--- src/rtl/mem_arb_pkg.sv ---
`default_nettype none
// +----------------------------------------------------------------------+
// | mem_arb_pkg : shared encodings for the fetch/data memory port arbiter |
// | Rev 1.0                                                              |
// +----------------------------------------------------------------------+
package mem_arb_pkg;

  typedef enum logic [1:0] {
    IDLE  = 2'd0,
    ISSUE = 2'd1,
    WAIT  = 2'd2
  } arb_state_e;

  typedef enum logic {
    OWN_IF = 1'b0,
    OWN_D  = 1'b1
  } arb_owner_e;

  // Width of both the latency counter and the data-streak counter.
  localparam int CNT_W = 4;

endpackage
`default_nettype wire

--- src/rtl/mem_port_arbiter.sv ---
`default_nettype none
// +----------------------------------------------------------------------+
// | mem_port_arbiter : one memory port shared by fetch and data requests |
// | Rev 1.0                                                              |
// +----------------------------------------------------------------------+
module mem_port_arbiter
  import mem_arb_pkg::*;
#(
  parameter int LAT        = 2,
  parameter int MAX_STREAK = 4
) (
  input  logic        clk,
  input  logic        reset,
  input  logic        if_req,
  input  logic [31:0] if_addr,
  input  logic        if_kill,
  input  logic        d_req,
  input  logic        d_we,
  input  logic [31:0] d_addr,
  input  logic [31:0] d_wdata,
  output logic        if_valid,
  output logic        d_valid,
  output logic [31:0] rdata,
  output logic        stall_f,
  output logic        stall_m,
  output logic        mem_en,
  output logic        mem_we,
  output logic [31:0] mem_addr,
  output logic [31:0] mem_wdata,
  input  logic [31:0] mem_rdata
);

  localparam logic [CNT_W-1:0] LAT_LOAD   = CNT_W'(LAT);
  localparam logic [CNT_W-1:0] STREAK_MAX = CNT_W'(MAX_STREAK);

  arb_state_e       state_q, state_d;
  arb_owner_e       owner_q, owner_d;
  logic [31:0]      addr_q, addr_d;
  logic [31:0]      wdata_q, wdata_d;
  logic             we_q, we_d;
  logic             kill_q, kill_d;
  logic [CNT_W-1:0] cnt_q, cnt_d;
  logic [CNT_W-1:0] streak_q, streak_d;

  logic fetch_ok;
  logic fetch_first;
  logic grant_if;
  logic grant_d;
  logic done;

  // Data normally wins; a full streak hands one grant to a waiting fetch.
  assign fetch_ok    = if_req & ~if_kill;
  assign fetch_first = fetch_ok & (streak_q == STREAK_MAX);
  assign grant_d     = (state_q == IDLE) & d_req & ~fetch_first;
  assign grant_if    = (state_q == IDLE) & (fetch_first | (fetch_ok & ~d_req));
  assign done        = (state_q == WAIT) & (cnt_q == CNT_W'(1));

  always_ff @(posedge clk) begin
    if (!reset) begin
      state_q  <= IDLE;
      owner_q  <= OWN_IF;
      addr_q   <= '0;
      wdata_q  <= '0;
      we_q     <= 1'b0;
      kill_q   <= 1'b0;
      cnt_q    <= '0;
      streak_q <= '0;
    end else begin
      state_q  <= state_d;
      owner_q  <= owner_d;
      addr_q   <= addr_d;
      wdata_q  <= wdata_d;
      we_q     <= we_d;
      kill_q   <= kill_d;
      cnt_q    <= cnt_d;
      streak_q <= streak_d;
    end
  end

  always_comb begin
    state_d  = state_q;
    owner_d  = owner_q;
    addr_d   = addr_q;
    wdata_d  = wdata_q;
    we_d     = we_q;
    kill_d   = kill_q;
    cnt_d    = cnt_q;
    streak_d = streak_q;
    case (state_q)
      IDLE: begin
        kill_d = 1'b0;
        if (grant_d) begin
          owner_d = OWN_D;
          addr_d  = d_addr;
          we_d    = d_we;
          wdata_d = d_wdata;
          if (if_req) begin
            streak_d = streak_q + 1'b1;
          end
          state_d = ISSUE;
        end else if (grant_if) begin
          owner_d  = OWN_IF;
          addr_d   = if_addr;
          we_d     = 1'b0;
          wdata_d  = '0;
          streak_d = '0;
          state_d  = ISSUE;
        end
      end
      ISSUE: begin
        cnt_d   = LAT_LOAD;
        state_d = WAIT;
        if ((owner_q == OWN_IF) && if_kill) begin
          kill_d = 1'b1;
        end
      end
      WAIT: begin
        cnt_d = cnt_q - 1'b1;
        if (done) begin
          state_d = IDLE;
          kill_d  = 1'b0;
        end else if ((owner_q == OWN_IF) && if_kill) begin
          kill_d = 1'b1;
        end
      end
      default: begin
        state_d = IDLE;
      end
    endcase
  end

  // Strobes are gated by reset so nothing leaks out while it is asserted.
  assign mem_en    = reset & (state_q == ISSUE);
  assign mem_we    = mem_en & we_q;
  assign mem_addr  = addr_q;
  assign mem_wdata = wdata_q;
  assign rdata     = mem_rdata;

  assign if_valid = reset & done & (owner_q == OWN_IF) & ~kill_q & ~if_kill;
  assign d_valid  = reset & done & (owner_q == OWN_D);

  assign stall_f = if_req & ~if_valid & ~if_kill;
  assign stall_m = d_req & ~d_valid;

endmodule
`default_nettype wire

--- config.mk ---
export PLATFORM = sky130hd
export DESIGN_NAME = mem_port_arbiter
export DESIGN_NICKNAME = d
export VERILOG_FILES = /design/src/rtl/mem_arb_pkg.sv /design/src/rtl/mem_port_arbiter.sv
export SDC_FILE = /design/constraint.sdc
export NUM_CORES = 1
export LEC_CHECK = 0
export CAP_MARGIN = 0
export CORE_MARGIN = 3
export CORE_UTILIZATION = 32
export DETAILED_ROUTE_END_ITERATION = 12
export MAX_ROUTING_LAYER = met4
export PLACE_DENSITY = 0.76
export RECOVER_POWER = 100
export SLEW_MARGIN = 5
export SYNTH_ARGS = -nofsm -noshare
export SYNTH_HDL_FRONTEND = slang
export SYNTH_SLANG_ARGS = --single-unit
--- constraint.sdc ---
create_clock -name clk -period 1.5 [get_ports clk]
set_input_delay 0.375 -clock clk [delete_from_list [all_inputs] [get_ports clk]]
set_output_delay 0.375 -clock clk [all_outputs]
set_load 0.02 [all_outputs]
==> out/metrics.cfg <==
[critical_path]
worstPathArrival_ns = 1.64
critical_path.max_stage_delay_ns = 0.33
worst-path-buf-inv = 2
crit_chain = inv_2 -> ha_4 -> nor3b_4 -> nand3_4 -> o31a_1 -> buf_6
crit_path_start = cnt_q[1]
cpMaxStageDelayCell = dfxtp_2
critPathKind = reg -> out
cp-start-kind = flop
critPathTopFamily = simple AND/OR/NAND/NOR gates
crit_required_ns = 1.12
cp_max_fo = 3
crit_path_end_kind = primary output
reg2reg_from = state_q[1]

[floorplan]
io_pins = 236
die_h_um = 111
core_um2 = 10500
rows = 37
design.die.area_um2 = 12200
dieWidth_um = 111
start_util_pct = 33.4

[clock_tree]
insertion_delay_ns = 0.34
htreeDepth = 3
cts_made_buffers = 9
clkTransAtPathRegs_ns = 0.09
cts_root_buffer = clkbuf_8
tritoncts = built
clock_path_buffers = 2
clock-sinks = 77
cts_hold_buf = 0

[synth]
syn_avg_cell_area_um2 = 8.44
synth_fp_nets = 556
synth-edff-count = 0
synth_area_um2 = 3500
synth_ff_type = dfxtp_1
synth_cell_types = 32
ys_async_sr_fraction_pct = 0
synth-seq-area-share_pct = 44.1
ys_ff_latch = 77
synth_cells = 414
synth-warning-count = 0

[timing]
fmax_mhz = 496
rsz0062_at_grt = yes
worst_slew_margin_rel_pct = 70.2
fin_skew_ns = 0.0119
finalSetupViolCount = 78
period_minus_slack_ns = 2.02
fin_ws_ns = -0.516
tightest_slew_ns = 0.446
fin_crit_sh_pct = 134
finalMaxSlewViolations = 0
hold_viol_final = 0

[final_layout]
fillCellCount = 807
finish.instance_area_um2 = 7040
syn2layout_area_growth_pct = 101
multi_input_area_um2 = 2380
drive_gt1_share_pct = 41.8
final_common_cell = clkdlybuf4s50_1
antenna_cells = 0
finalNetCount = 745
layout_common_cells = clkdlybuf4s50_1, dfxtp_1, dlygate4sd2_1, a21oi_2, nor2b_1
seq_area_um2 = 1550
final_core_util_pct = 67.3

[detailed_routing]
num_vias = 3855
ant_nets = 0
drtIter0Drc = 160
wl_per_cell_um = 20.4
via_per_inst = 5.18
routed_wl_um = 15200
drc = 0
drt-pass1-iter-count = 4

[global_route]
antenna_found_initial = 0
grt_max_degree = 49
grt_pass1_vias = 4276
grt-ovfl-total = 0
track_usage_pct = 23.9
grt_first_pass_wirelength_um = 22900

[power]
power_density_nw_per_um2 = 1660
ir_drop_uv = 955
p_leak_uw = 0.00287
total_power_uw = 11700

[worst_hold_path]
hp-class = in -> reg
hp-start = reset

[placed_design]
place_congestion = 0.787
port-buffer-count = 171
placed_area_um2 = 5330
hpwl_um = 7840

[flow_run]
max_cap_violations = 0

[outcome]
outcome = finished with violations
violations = setup timing

-- stage by stage --
step | setup TNS, ns | worst slack (ns) | std cells | hold WS [ns]
finish | -17.81 | -0.516 | 744 | 0.480
global route | -23.12 | -0.601 | 744 | 0.486
CTS | -10.56 | -0.512 | 743 | 0.455
detailed placement | -42.47 | -0.666 | 686 | 0.505
global placement | -38.75 | -0.653 | 686 | 0.484
floorplan | -0.0523 | -0.0523 | 414 | 0.464
-- tightest hold or removal path: cells and delay by family --
family | cells | cell delay (ns)
buffers and inverters | 2 | 0.28
multiplexers | 1 | 0.06
AND/OR/NAND/NOR | 1 | 0.07
-- repair_timing --
action | 4_1_cts | 5_1_grt
pin swaps | 81 | 45
gates resized for setup | 290 | 89
buffers inserted | 23 | 11
endpoints found under the setup margin | 141 | 85
gates cloned | 18 | 3
-- layer usage --
metal  vias up  share of wire (%)  track usage (%)
met2       150                 54             41.7
met5         -                  0                -
met4         0                2.5             8.29
met1      1891                 38             26.7
met3        28                5.7             5.64
li1       1786                  -                -
-- report_power, final --
part           total (µW)  internal, µW  switching [µW]
logic                7150          3540            3610
registers            2940          2590             346
clock network        1570           768             803
-- final timing paths --
check	endpoint	slack, ns	cells past startpoint
worst min-delay path	state_q[1]	0.48	4
worst min register to register	mem_wdata[8]	0.52	2
worst max-delay path	stall_f	-0.52	6
worst max register to register	mem_addr[24]	-0.33	12
-- cell families after synthesis --
group	count (synthesis)	share of synthesized area (%)
AOI/OAI and AO/OA	154	25.6
adders and majority gates	8	2.86
buffers and inverters	74	12.3
DFF	77	44.1
muxes	2	0.573
and+or+nand+nor	99	14.5
-- final cells by class --
class,count,area share [%]
Timing Repair Buffer,239,38.3
Tap cell,136,2.42
Clock buffer,10,1.81
Inverter,13,0.729
Clock inverter,6,0.907
Sequential cell,77,22.0
Multi-Input combinational cell,263,33.9
-- cells in the mapped netlist (2+ instances only) --
cell type  count  area, µm²
and3_1         2       12.5
a21oi_1       69        345
inv_1         13       48.8
nand3_1        6       30.0
a21boi_0       3       22.5
a22oi_1       33        248
a21o_1         2       15.0
o21ai_0       39        195
buf_2         12       60.1
nor4_1         2       12.5
nor2_1         5       18.8
nand2_1       40        150
clkbuf_1      14       52.6
nand4_1        2       12.5
mux2i_1        2       20.0
buf_4         33        248
nor3b_1        2       15.0
buf_6          2       22.5
dfxtp_1       77       1540
nor2b_1       36        225
ha_1           8        100
o21a_1         2       15.0
-- flip-flops by register name (all words and copies together), names as in the netlist --
name and count:
mem_addr 32, mem_wdata 32, cnt_q 4, streak_q 4, state_q 2, kill_q 1, owner_q 1, we_q 1
(Power assumes the default switching activity.)
